**src/rtl/i2c_byte_master_if.sv**
```systemverilog
// rtl/i2c_byte_master_if.sv - command handshake and open-drain pad bundle for i2c_byte_master
// Purpose: groups the command/response handshake and the split SCL/SDA pad signals.
// Signals:
//   i_cmd_valid/o_cmd_ready : command handshake (accepted when both high)
//   i_cmd[1:0]              : 00 START, 01 WRITE, 10 READ, 11 STOP
//   i_cmd_data[7:0]         : WRITE byte, MSB first
//   i_cmd_nack              : READ ack slot level (1 = NACK)
//   o_cmd_done              : one-cycle completion pulse
//   o_rd_data[7:0], o_nack  : READ byte / WRITE ack bit, valid with o_cmd_done
//   o_busy                  : bus owned (START done .. STOP done)
//   i2c_scl_*/i2c_sda_*     : pad level in, constant-0 out, tristate enable (1 = release)
// Modports: master = engine side, slave = command issuer and pad side.
`timescale 1ns/1ps
interface i2c_byte_master_if;
   logic       i_cmd_valid;
   logic       o_cmd_ready;
   logic [1:0] i_cmd;
   logic [7:0] i_cmd_data;
   logic       i_cmd_nack;
   logic       o_cmd_done;
   logic [7:0] o_rd_data;
   logic       o_nack;
   logic       o_busy;
   logic       i2c_scl_i;
   logic       i2c_scl_o;
   logic       i2c_scl_t;
   logic       i2c_sda_i;
   logic       i2c_sda_o;
   logic       i2c_sda_t;

   modport master (
      input  i_cmd_valid, i_cmd, i_cmd_data, i_cmd_nack, i2c_scl_i, i2c_sda_i,
      output o_cmd_ready, o_cmd_done, o_rd_data, o_nack, o_busy,
             i2c_scl_o, i2c_scl_t, i2c_sda_o, i2c_sda_t
   );

   modport slave (
      output i_cmd_valid, i_cmd, i_cmd_data, i_cmd_nack, i2c_scl_i, i2c_sda_i,
      input  o_cmd_ready, o_cmd_done, o_rd_data, o_nack, o_busy,
             i2c_scl_o, i2c_scl_t, i2c_sda_o, i2c_sda_t
   );
endinterface

```
**src/rtl/i2c_byte_master.sv**
```systemverilog
// rtl/i2c_byte_master.sv - byte-level single-master I2C engine (START/WRITE/READ/STOP)
// Purpose: executes one bus command at a time, generating open-drain SCL/SDA with
//          quarter-bit timing, honouring slave clock stretching, and reporting
//          WRITE ack and READ data.
// Ports:
//   clk  : system clock
//   rst  : synchronous reset, active high
//   bus  : i2c_byte_master_if.master (command handshake, results, pad signals)
// Parameters: CLK_FREQ (Hz), I2C_FREQ (Hz); quarter-bit = CLK_FREQ/(4*I2C_FREQ) clocks (>= 2).
`timescale 1ns/1ps
module i2c_byte_master #(
   parameter int CLK_FREQ = 50_000_000,
   parameter int I2C_FREQ = 100_000
) (
   input  logic               clk,
   input  logic               rst,
   i2c_byte_master_if.master  bus
);
   localparam int QTR = CLK_FREQ / (4 * I2C_FREQ);
   localparam int QW  = $clog2(QTR);
   localparam logic [QW-1:0] QTR_LAST = QW'(QTR - 1);

   typedef enum logic [2:0] {
      S_IDLE,
      S_START,
      S_WRITE,
      S_READ,
      S_STOP
   } state_t;

   state_t     state;
   state_t     acc_state;
   logic [1:0] phase;
   logic [QW-1:0] qcnt;
   logic [3:0] bit_idx;
   logic [3:0] nxt_idx;
   logic [7:0] data_r;
   logic       nack_r;
   logic       scl_t_r;
   logic       sda_t_r;
   logic       ready_r;
   logic       done_r;
   logic       busy_r;
   logic [7:0] rd_r;
   logic       nack_q;
   logic       stretch;
   logic       qtr_end;

   // A slave holding SCL low during the released-high quarter freezes the count.
   assign stretch = (phase == 2'd2) && !bus.i2c_scl_i;
   assign qtr_end = (qcnt == QTR_LAST) && !stretch;
   assign nxt_idx = bit_idx + 4'd1;

   always_comb begin
      acc_state = S_START;
      case (bus.i_cmd)
         2'b00:   acc_state = S_START;
         2'b01:   acc_state = S_WRITE;
         2'b10:   acc_state = S_READ;
         default: acc_state = S_STOP;
      endcase
   end

   // SDA enable for bit slot idx: slots 0-7 carry data, slot 8 is the ack slot.
   function automatic logic bit_level(input state_t st, input logic [3:0] idx,
                                      input logic [7:0] d, input logic n);
      if (idx[3])
         return (st == S_READ) ? n : 1'b1;
      else
         return (st == S_WRITE) ? d[~idx[2:0]] : 1'b1;
   endfunction

   always_ff @(posedge clk) begin
      if (rst) begin
         state   <= S_IDLE;
         phase   <= 2'd0;
         qcnt    <= '0;
         bit_idx <= 4'd0;
         data_r  <= 8'h00;
         nack_r  <= 1'b0;
         scl_t_r <= 1'b1;
         sda_t_r <= 1'b1;
         ready_r <= 1'b1;
         done_r  <= 1'b0;
         busy_r  <= 1'b0;
         rd_r    <= 8'h00;
         nack_q  <= 1'b0;
      end else begin
         done_r <= 1'b0;
         if (state == S_IDLE) begin
            if (bus.i_cmd_valid && ready_r) begin
               state   <= acc_state;
               phase   <= 2'd0;
               qcnt    <= '0;
               bit_idx <= 4'd0;
               data_r  <= bus.i_cmd_data;
               nack_r  <= bus.i_cmd_nack;
               ready_r <= 1'b0;
               // Lines for Q0 of the new command are set on the accepting edge.
               case (acc_state)
                  S_START: sda_t_r <= 1'b1;
                  S_STOP: begin
                     scl_t_r <= 1'b0;
                     sda_t_r <= 1'b0;
                  end
                  default: begin
                     scl_t_r <= 1'b0;
                     sda_t_r <= bit_level(acc_state, 4'd0, bus.i_cmd_data, bus.i_cmd_nack);
                  end
               endcase
            end
         end else if (!qtr_end) begin
            qcnt <= stretch ? '0 : qcnt + 1'b1;
         end else begin
            // Quarter boundary: registered line values are those of the next quarter.
            qcnt  <= '0;
            phase <= phase + 2'd1;
            case (state)
               S_START: begin
                  case (phase)
                     2'd0: scl_t_r <= 1'b1;
                     2'd1: sda_t_r <= 1'b0;
                     2'd2: scl_t_r <= 1'b0;
                     default: begin
                        busy_r  <= 1'b1;
                        state   <= S_IDLE;
                        done_r  <= 1'b1;
                        ready_r <= 1'b1;
                     end
                  endcase
               end
               S_WRITE, S_READ: begin
                  // Last clock of Q2 is the sampling point.
                  if (phase == 2'd2) begin
                     if (state == S_READ && !bit_idx[3])
                        rd_r <= {rd_r[6:0], bus.i2c_sda_i};
                     if (state == S_WRITE && bit_idx[3])
                        nack_q <= bus.i2c_sda_i;
                  end
                  case (phase)
                     2'd1: scl_t_r <= 1'b1;
                     2'd3: begin
                        // SCL is pulled low after every bit, including the final one.
                        scl_t_r <= 1'b0;
                        if (bit_idx[3]) begin
                           state   <= S_IDLE;
                           done_r  <= 1'b1;
                           ready_r <= 1'b1;
                        end else begin
                           bit_idx <= nxt_idx;
                           sda_t_r <= bit_level(state, nxt_idx, data_r, nack_r);
                        end
                     end
                     default: ;
                  endcase
               end
               S_STOP: begin
                  case (phase)
                     2'd0: scl_t_r <= 1'b1;
                     2'd1: sda_t_r <= 1'b1;
                     2'd3: begin
                        busy_r  <= 1'b0;
                        state   <= S_IDLE;
                        done_r  <= 1'b1;
                        ready_r <= 1'b1;
                     end
                     default: ;
                  endcase
               end
               default: begin
                  state   <= S_IDLE;
                  ready_r <= 1'b1;
                  scl_t_r <= 1'b1;
                  sda_t_r <= 1'b1;
               end
            endcase
         end
      end
   end

   assign bus.o_cmd_ready = ready_r;
   assign bus.o_cmd_done  = done_r;
   assign bus.o_rd_data   = rd_r;
   assign bus.o_nack      = nack_q;
   assign bus.o_busy      = busy_r;
   assign bus.i2c_scl_o   = 1'b0;
   assign bus.i2c_sda_o   = 1'b0;
   assign bus.i2c_scl_t   = scl_t_r;
   assign bus.i2c_sda_t   = sda_t_r;
endmodule

```
**src/flat_wrapper.sv**
```systemverilog
// flat-port wrapper written by rule: the top's interface ports become plain ports
module i2c_byte_master_flat 
#(
   parameter int CLK_FREQ = 50_000_000,
   parameter int I2C_FREQ = 100_000
)
  (clk, rst, bus_i_cmd_valid, bus_i_cmd, bus_i_cmd_data, bus_i_cmd_nack, bus_i2c_scl_i, bus_i2c_sda_i, bus_o_cmd_ready, bus_o_cmd_done, bus_o_rd_data, bus_o_nack, bus_o_busy, bus_i2c_scl_o, bus_i2c_scl_t, bus_i2c_sda_o, bus_i2c_sda_t);
  i2c_byte_master_if bus_i ();
  input  logic clk;
  input  logic rst;
  input wire logic [$bits(bus_i.i_cmd_valid)-1:0] bus_i_cmd_valid;
  input wire logic [$bits(bus_i.i_cmd)-1:0] bus_i_cmd;
  input wire logic [$bits(bus_i.i_cmd_data)-1:0] bus_i_cmd_data;
  input wire logic [$bits(bus_i.i_cmd_nack)-1:0] bus_i_cmd_nack;
  input wire logic [$bits(bus_i.i2c_scl_i)-1:0] bus_i2c_scl_i;
  input wire logic [$bits(bus_i.i2c_sda_i)-1:0] bus_i2c_sda_i;
  output wire logic [$bits(bus_i.o_cmd_ready)-1:0] bus_o_cmd_ready;
  output wire logic [$bits(bus_i.o_cmd_done)-1:0] bus_o_cmd_done;
  output wire logic [$bits(bus_i.o_rd_data)-1:0] bus_o_rd_data;
  output wire logic [$bits(bus_i.o_nack)-1:0] bus_o_nack;
  output wire logic [$bits(bus_i.o_busy)-1:0] bus_o_busy;
  output wire logic [$bits(bus_i.i2c_scl_o)-1:0] bus_i2c_scl_o;
  output wire logic [$bits(bus_i.i2c_scl_t)-1:0] bus_i2c_scl_t;
  output wire logic [$bits(bus_i.i2c_sda_o)-1:0] bus_i2c_sda_o;
  output wire logic [$bits(bus_i.i2c_sda_t)-1:0] bus_i2c_sda_t;
  assign bus_i.i_cmd_valid = bus_i_cmd_valid;
  assign bus_i.i_cmd = bus_i_cmd;
  assign bus_i.i_cmd_data = bus_i_cmd_data;
  assign bus_i.i_cmd_nack = bus_i_cmd_nack;
  assign bus_i.i2c_scl_i = bus_i2c_scl_i;
  assign bus_i.i2c_sda_i = bus_i2c_sda_i;
  assign bus_o_cmd_ready = bus_i.o_cmd_ready;
  assign bus_o_cmd_done = bus_i.o_cmd_done;
  assign bus_o_rd_data = bus_i.o_rd_data;
  assign bus_o_nack = bus_i.o_nack;
  assign bus_o_busy = bus_i.o_busy;
  assign bus_i2c_scl_o = bus_i.i2c_scl_o;
  assign bus_i2c_scl_t = bus_i.i2c_scl_t;
  assign bus_i2c_sda_o = bus_i.i2c_sda_o;
  assign bus_i2c_sda_t = bus_i.i2c_sda_t;
  i2c_byte_master #(.CLK_FREQ(CLK_FREQ), .I2C_FREQ(I2C_FREQ)) u_core (.clk(clk), .rst(rst), .bus(bus_i));
endmodule
```
**config.mk**
```make
export PLATFORM = sky130hd
export DESIGN_NAME = i2c_byte_master_flat
export DESIGN_NICKNAME = d
export VERILOG_FILES = /design/src/rtl/i2c_byte_master_if.sv /design/src/rtl/i2c_byte_master.sv /design/src/flat_wrapper.sv
export SDC_FILE = /design/constraint.sdc
export NUM_CORES = 1
export LEC_CHECK = 0
export ABC_AREA = 1
export CAP_MARGIN = 20
export CORE_AREA = 5 5 70 72
export CTS_BUF_LIST = sky130_fd_sc_hd__clkbuf_2 sky130_fd_sc_hd__clkbuf_4 sky130_fd_sc_hd__clkbuf_8
export DETAILED_ROUTE_END_ITERATION = 10
export DIE_AREA = 0 0 75 77
export GPL_TIMING_DRIVEN = 0
export PLACE_DENSITY = 0.78
export SYNTH_ARGS = -nofsm -noshare
export SYNTH_HDL_FRONTEND = slang
export SYNTH_SLANG_ARGS = --single-unit
```
**constraint.sdc**
```tcl
create_clock -name clk -period 4.95 [get_ports clk]
set_clock_uncertainty 0.1 [all_clocks]
set_input_delay 0.99 -clock clk [delete_from_list [all_inputs] [get_ports clk]]
set_output_delay 0.99 -clock clk [all_outputs]
set_load 0.005 [all_outputs]
```
# After elaboration in Yosys (flattened, before gate mapping)
# Cells that the tools add are included.
dict set report word_totals {
  ff_bits 39
  out_inout_bits 16
  word_cells 137
}
dict set report op_classes {
  n_addsub 3
  order_cmp 1
  n_eq_ne 28
  n_mux 60
  bitwise 3
  n_reduce_logical 28
}
# op count
set op_table {}
lappend op_table {{two-way mux 1 bit} 29}
lappend op_table {{two-way mux 7 bit} 4}
lappend op_table {{two-way mux 4 bit} 6}
lappend op_table {{two-way mux 3 bit} 7}
lappend op_table {{AND reduction 5 bit} 4}
lappend op_table {{one-hot mux 3 bit (3 select lines)} 2}
lappend op_table {{AND reduction 6 bit} 3}
lappend op_table {{inequality test 3 x 1 -> 1 bit, second input constant} 4}
lappend op_table {{one-hot mux 1 bit (3 select lines)} 4}
lappend op_table {{== test 3 x 2 -> 1 bit, second input constant} 3}
lappend op_table {{inequality test 3 x 2 -> 1 bit, second input constant} 3}
lappend op_table {{inequality test 2 bit, second input constant} 4}
lappend op_table {{inequality test 4 x 1 -> 1 bit, second input constant} 2}
lappend op_table {{one-hot mux 1 bit (2 select lines)} 4}
lappend op_table {{nonzero test 2 bit} 4}
lappend op_table {{adder 7 x 1 -> 7 bit, second input constant} 1}
lappend op_table {{== test 7 bit, second input constant} 1}
lappend op_table {{== test 2 bit, second input constant} 3}
lappend op_table {{== test 3 x 1 -> 1 bit, second input constant} 2}
lappend op_table {{== test 3 bit, second input constant} 2}
lappend op_table {{two-way mux 2 bit} 3}
lappend op_table {{OR reduction 3 bit} 2}
lappend op_table {{logical AND 1 bit} 5}
lappend op_table {{adder 4 x 1 -> 4 bit, second input constant} 1}
lappend op_table {{other kinds (14)} 20}

# Depth between registers and ports, before layout
# Gate-level depths: netlist (run 1).
dict set report logic_depth {
  ltp_word 11
  depth_mapped 11
}

# Least setup slack after synthesis (run 1)
# OpenSTA, ideal clock, no wires.
dict set report synth_path {
  path_type {input-to-reg}
  start {input bus_i2c_scl_i}
  end {register u_core.rd_r[0] (netlist: u_core.bus.o_rd_data[0])}
  setup_ps 116
  arrival_ps 1792
  required_ps 4734
  setup_slack_ps 2942
  cell_stages 7
  path_buffers 0
  cell_sequence {nor2_1 nor2_1 nand2_1 nor3_4 inv_2 nor2_1 nor2_1}
}
dict set report synth_via {
  elab_chain_len 5
}
# item line_no
set synth_rtl {}
lappend synth_rtl {{start: declaration} flat_wrapper.sv:15} ;# input wire logic [$bits(bus_i.i2c_scl_i)-1:0] bus_i2c_scl_i;
lappend synth_rtl {{zero test 1 bit} i2c_byte_master.sv:50} ;# assign stretch = (phase == 2'd2) && !bus.i2c_scl_i;
lappend synth_rtl {{logical AND 1 bit} i2c_byte_master.sv:50}
lappend synth_rtl {{zero test 1 bit} i2c_byte_master.sv:51} ;# assign qtr_end = (qcnt == QTR_LAST) && !stretch;
lappend synth_rtl {{logical AND 1 bit} i2c_byte_master.sv:51}
lappend synth_rtl {{AND reduction 5 bit (no line)} --}
lappend synth_rtl {{end signal: assignment} i2c_byte_master.sv:136} ;# rd_r <= {rd_r[6:0], bus.i2c_sda_i};
lappend synth_rtl {{end: declaration} i2c_byte_master.sv:44} ;# logic [7:0] rd_r;
# Every way passes these cells.
# A chain may end at the register's enable or synchronous reset.

# Final worst setup path (run 1)
dict set report layout_path {
  start {input bus_i2c_scl_i}
  end {register u_core.rd_r[1] (netlist: u_core.bus.o_rd_data[1])}
}
# The elaborated chain is that of the path after synthesis.

==> results of run 1 <==
[cell families after synthesis]
| kind of cell | Yosys count | synth area share (%) |
|---|---|---|
| buffers and inverters | 51 | 10.1 |
| flip-flops | 39 | 35.6 |
| XOR/XNOR | 4 | 1.60 |
| AND/OR/NAND/NOR | 135 | 30.2 |
| AO/OA/AOI/OAI | 57 | 14.3 |
| adder cells (fa/ha/maj) | 14 | 7.98 |
| other | 1 | 0.171 |
[power by group through the flow]
stage	clock network [mW]	registers (mW)	logic (mW)
after floorplan	0	0.411	0.419
after global placement	0	0.417	0.527
after detailed placement	0	0.420	0.539
after CTS	0.326	0.413	0.542
after global routing	0.343	0.420	0.603
final	0.324	0.413	0.540
[per-stage QoR]
stage / std cells / cell area [um^2]
finish: 390 / 2680
global route: 390 / 2680
CTS: 390 / 2680
detailed placement: 382 / 2540
global placement: 382 / 2540
floorplan: 302 / 2200
[layout by cell type (no fill, tap or decap), types with 2 or more instances in the layout]
cell type | Yosys | layout
a21oi_1 | 20 | 20
a31oi_1 | 2 | 2
buf_4 | 2 | 2
buf_6 | 2 | 2
bufinv_16 | 0 | 2
clkbuf_1 | 2 | 2
clkbuf_8 | 0 | 5
clkdlybuf4s50_1 | 0 | 28
conb_1 | 1 | 2
dfxtp_1 | 39 | 39
ha_1 | 14 | 14
inv_1 | 37 | 37
inv_2 | 5 | 5
nand2_1 | 56 | 56
nand2_2 | 3 | 3
nand2_8 | 2 | 2
nand3_1 | 19 | 19
nand3_4 | 2 | 2
nand4_1 | 3 | 3
nor2_1 | 42 | 42
nor2_4 | 4 | 4
o211ai_1 | 3 | 3
o21ai_0 | 24 | 24
o21ai_1 | 2 | 2
o21ai_2 | 3 | 3
xnor2_1 | 2 | 2
xor2_1 | 2 | 2
[critical path: stages]
cell and delay [ns]:
clkdlybuf4s50_1 0.49, nor2_1 0.05, nor2_1 0.21, nand2_1 0.17, nor3_4 0.29, inv_2 0.14
nor2_1 0.11, nor2_1 0.06
[Yosys cell counts, types with 3 or more instances]
| cell | number |
|---|---|
| a21oi_1 | 20 |
| dfxtp_1 | 39 |
| ha_1 | 14 |
| inv_1 | 37 |
| inv_2 | 5 |
| nand2_1 | 56 |
| nand2_2 | 3 |
| nand3_1 | 19 |
| nand4_1 | 3 |
| nor2_1 | 42 |
| nor2_4 | 4 |
| o211ai_1 | 3 |
| o21ai_0 | 24 |
| o21ai_2 | 3 |
[final cells by class]
cell class | count | area share (%)
tap | 52 | 2.43
timing repair buffer | 28 | 10.5
buffer | 7 | 1.87
clock inverter | 2 | 2.24
sequential | 39 | 29.1
inverter | 44 | 6.44
multi-input combinational | 212 | 44.6
clock buffer | 6 | 2.85
[sequential cells by signal, summed over array words and instances (netlist names)]
signal                  cells
u_core.bus.o_busy           1
u_core.data_r               8
u_core.phase                2
u_core.bus.o_rd_data        8
u_core.bus.o_nack           1
u_core.bus.i2c_sda_t        1
u_core.bus.i2c_scl_t        1
u_core.bus.o_cmd_done       1
u_core.bit_idx              4
u_core.bus.o_cmd_ready      1
u_core.state                3
u_core.nack_r               1
u_core.qcnt                 7
[final timing paths]
kind | depth (start not counted) | from | endpoint
min | 2 | u_core.bus.o_nack | u_core.bus.o_nack
min reg2reg | 2 | u_core.bus.o_nack | u_core.bus.o_nack
max | 8 | bus_i2c_scl_i | u_core.bus.o_rd_data[1]
max reg2reg | 10 | u_core.phase[0] | u_core.bus.o_rd_data[1]
[routing by layer]
| metal | GRT usage, % | share of wire (%) | up-vias |
|---|---|---|---|
| met5 | 0 | 0 | - |
| met4 | 4.27 | 1.2 | 0 |
| met3 | 4.18 | 4.2 | 7 |
| met2 | 28.9 | 48 | 29 |
| met1 | 22.3 | 46 | 897 |
| li1 | - | - | 1029 |
==> metrics, run 1 <==
post_cts resized=0; post-DP HPWL=3630 um; core area=around 0.0042 mm^2; RSZ-0062 raised after global routing=false; area of the multi-input gates=~0.0012 mm^2; Final Power=around 1.3 mW; initial core utilization=between 50% and 60%; worst hold slack=0.354 ns; Sequential Area=781 um^2; post-synth top area share=35.6%; Primary FF master, synth=dfxtp_1; Startpoint Class=input pin; initial antenna violation count=0; via count=1962; sequential power share=approximately a third; Crit path arrival time=2.51 ns; VDD IR-drop max=0.246 mV; Final Hold Vio Count=0; CP endpoint kind=register; fin nets=367; Diodes inserted=0; first drt pass iteration count=4; Area Growth Syn to Fin=22.1%; outcome=finished, final reports clean; total global-route track usage=17.4%; #FFs+latches synth=39; DR vias/cell=5.03; placer congestion estimate=roughly 0.84; Setup TNS=0 ns; synth top area cells=dfxtp_1, nand2_1, ha_1; Clock Latency Late Sink=0.30 ns; Die Y=77 um; mean area per synthesized cell=approximately 7.3 um^2; worst reg2reg setup slack=2.84 ns; cts-stage hold buffer count=0; area leader, netlist=dfxtp_1; Hold Crit Class=reg -> reg; 1st-iter DRT viols=slightly below 100; crit share post-route=49.0%; Final ANT Viol Nets=0; Achievable Freq=between 400 and 500 MHz; clk buf depth=2; CTS Buf Count=5; postcts setup bufs=0; EDFF count, synth=0; first-pass GRT wire length=between 8000 and 9000 um; pins over their slew limit=0; max-cap violations=0; port bufs=28; fin crit period=2.43 ns; htree depth=2; Synth cell types=34; Psw=a little over 0.5 mW; clk root buf=clkbuf_8; Comb pwr share=42.3%; crit path setup slack, layout=2.52 ns; grt ovf=0; CTS tree=yes; Die W=75 um; internal power=0.773 mW; Avg WL per Cell=about 12 um; fillcell total=between 300 and 400; Routed WL=4770 um; Cells after Synth=301; pre-CTS setup slack=between 2 and 2.5 ns; PD cells=476 mW/mm^2; Yosys warning count=0; Critical Path RT=5.04 ns; Sw Ratio=39.4%; maximum fanout along the worst path=9; post-synthesis cell area=0.00219 mm^2; sequential area share after synthesis=a little over a third; Worst-path clk slew=0.08 ns; largest net degree at the start of global routing=13; FP Rows=24; Static Leak=1.18 nW; IO Count=32; crit path kind=in -> reg; drc violations=0; Die ar.=around 0.0058 mm^2; ys async rst share=0%; number of global-route vias before repair=1827; Core Util, Final=63.3%; share of cells above drive strength 1=11.2%; CTS sink count=39; Clock power frac=25.4%; Final Setup Violations=0
Power figures use the tool's default switching activity.
==> inputs of run 2 (changes only) <==
- CORE_AREA: 5 5 70 72 -> 5 5 72 74
- DIE_AREA: 0 0 75 77 -> 0 0 77 79
- PLACE_DENSITY: 0.78 -> 0.77
- clock period: 4.95 -> 2.2 ns (I/O delays scaled with it)
==> run 2 against run 1 <==
  * Sequential cell count is the same
  * Die area grew 5.3%
  * Total power grew 110%
  * Sequential share of layout area grew 0.34 points
  * Via count shrank 1.7%
  * Clock power grew 61%
  * Worst hold slack lost 0.0018 ns
  * Core utilization shrank 4.8 points
  * Combinational power grew 120%
  * Design area shrank 0.98%
  * Routed wire length shrank 4.2%
  * First-iteration DRC count shrank 30%
  * Critical path type is now reg -> reg
  * Critical endpoint is now u_core.bus.o_rd_data[3]
  * Largest cell class unchanged
  * Highest routed layer unchanged
==> metrics, run 2 (synthesis results as in run 1) <==
post-route cell area=0.00265 mm^2; grt ovf=0; maximum fanout along the worst path=6; port bufs=28; drc violations=0; Setup TNS=0 ns; Avg WL per Cell=~12 um; number of global-route vias before repair=1775; post-DP HPWL=3460 um; DR vias/cell=between 4 and 5; 1st-iter DRT viols=69; initial antenna violation count=0; fin nets=368; share of cells above drive strength 1=approximately an eighth; Hold Crit Class=reg -> reg; pins over their slew limit=0; Routed WL=4580 um; Crit path arrival time=2.12 ns; worst reg2reg setup slack=about 0.21 ns; Area Growth Syn to Fin=20.9%; largest net degree at the start of global routing=13; via count=between 1500 and 2000; total global-route track usage=approximately 15%; Die ar.=0.00608 mm^2; VDD IR-drop max=0.502 mV; crit path kind=reg -> reg; Final ANT Viol Nets=0; Worst-path clk slew=0.07 ns; Final Hold Vio Count=0; CTS tree=yes; max-cap violations=0; CTS sink count=39; clk root buf=clkbuf_8; Clock Latency Late Sink=about 0.30 ns; Startpoint Class=register; Die W=77 um; first drt pass iteration count=4; IO Count=32; first-pass GRT wire length=7650 um; Achievable Freq=between 500 and 600 MHz; worst r2r src=u_core.phase[0]; RSZ-0062 raised after global routing=false; Final Setup Violations=0; r2r worst-path depth=10; core area=0.00454 mm^2; commonest non-fill, non-tap cell in the layout=nand2_1; Final Power=around 2.7 mW; Cell Area, Placed=0.00255 mm^2; CTS Buf Count=5; CP endpoint kind=register; placer congestion estimate=0.864; fin crit period=1.99 ns; hold endpoint=u_core.bus.o_nack; Critical Path RT=2.33 ns; most frequent cells in the layout=nand2_1, nor2_1, dfxtp_1, inv_1, clkdlybuf4s50_1; Die Y=slightly below 80 um; Diodes inserted=0; htree depth=2; Reg-to-Reg End=u_core.bus.o_rd_data[3]; hold-critical path depth=2; cts-stage hold buffer count=0; Hold Startpoint=u_core.bus.o_nack; FP Rows=25; outcome=finished, final reports clean; Critical Path Start=u_core.phase[0]; crit share post-route=90.6%; PD cells=around 1000 mW/mm^2; Static Leak=1.17 nW; clk buf depth=2; initial core utilization=48.4%
## run 2: cell count changes in the layout (fill, tap and decap cells not counted), sizes merged
cell	delta
clkinv	+1
clkbuf	+1
bufinv	-2
buf	+1
## run 2: stage by stage
step / setup WS, ns / hold slack [ns] / cells / util [%]
floorplan: 0.414 / 0.329 / 302 / -
global placement: 0.0667 / 0.336 / 384 / 56.1
detailed placement: 0.0348 / 0.345 / 384 / 56.1
CTS: 0.119 / 0.356 / 392 / 58.3
global route: 0.0484 / 0.376 / 393 / 58.5
finish: 0.207 / 0.352 / 393 / 58.5
## run 2: how the worst max path moves through the flow
stage | endpoint | slack [ns] | depth (start not counted)
2_1_floorplan | u_core.bus.o_rd_data[7] | 0.41 | 10
3_3_place_gp | u_core.bus.o_rd_data[1] | 0.07 | 8
3_5_place_dp | u_core.bus.o_rd_data[2] | 0.03 | 8
4_1_cts | u_core.bus.o_rd_data[2] | 0.12 | 10
5_1_grt | u_core.bus.o_rd_data[6] | 0.05 | 10
6_report | u_core.bus.o_rd_data[3] | 0.21 | 10
## run 2: routing by layer
layer / vias to the layer above / track usage (%) / wire length [um]
met5: - / 0 / 0
met4: 0 / 6.53 / 76
met3: 7 / 3.51 / 180
met2: 37 / 25.4 / 2140
met1: 853 / 19.1 / 2180
li1: 1031 / - / -
## run 2: area by class of cell
type,count,area [um^2]
plain buffers,7,50.0
clock buffers,7,90.1
clock inverters,1,8.76
fillers,408,1880
inverters,44,173
multi-input cells,212,1190
flip-flops and latches,39,782
well taps,54,67.6
repair buffers,29,288
## run 2: where the power goes
part	internal, mW	leakage, nW	switching (mW)
sequential	0.833	0.318	0.0932
combinational	0.441	0.795	0.770
clock	0.269	0.0519	0.253
## run 2: timing repair
action | 4_1_cts | 5_1_grt
setup endpoints to repair | 0 | 8
buffers inserted | 0 | 1
resized for setup | 0 | 1
## run 2: worst max-delay path, stage by stage (launching register included)
cell and delay (ns):
dfxtp_2 0.38, inv_1 0.07, ha_1 0.23, inv_2 0.11
nor2_1 0.05, nor2_1 0.19, nand2_1 0.16, nor3_4 0.29
buf_4 0.18, o21ai_0 0.07, nor2_1 0.11
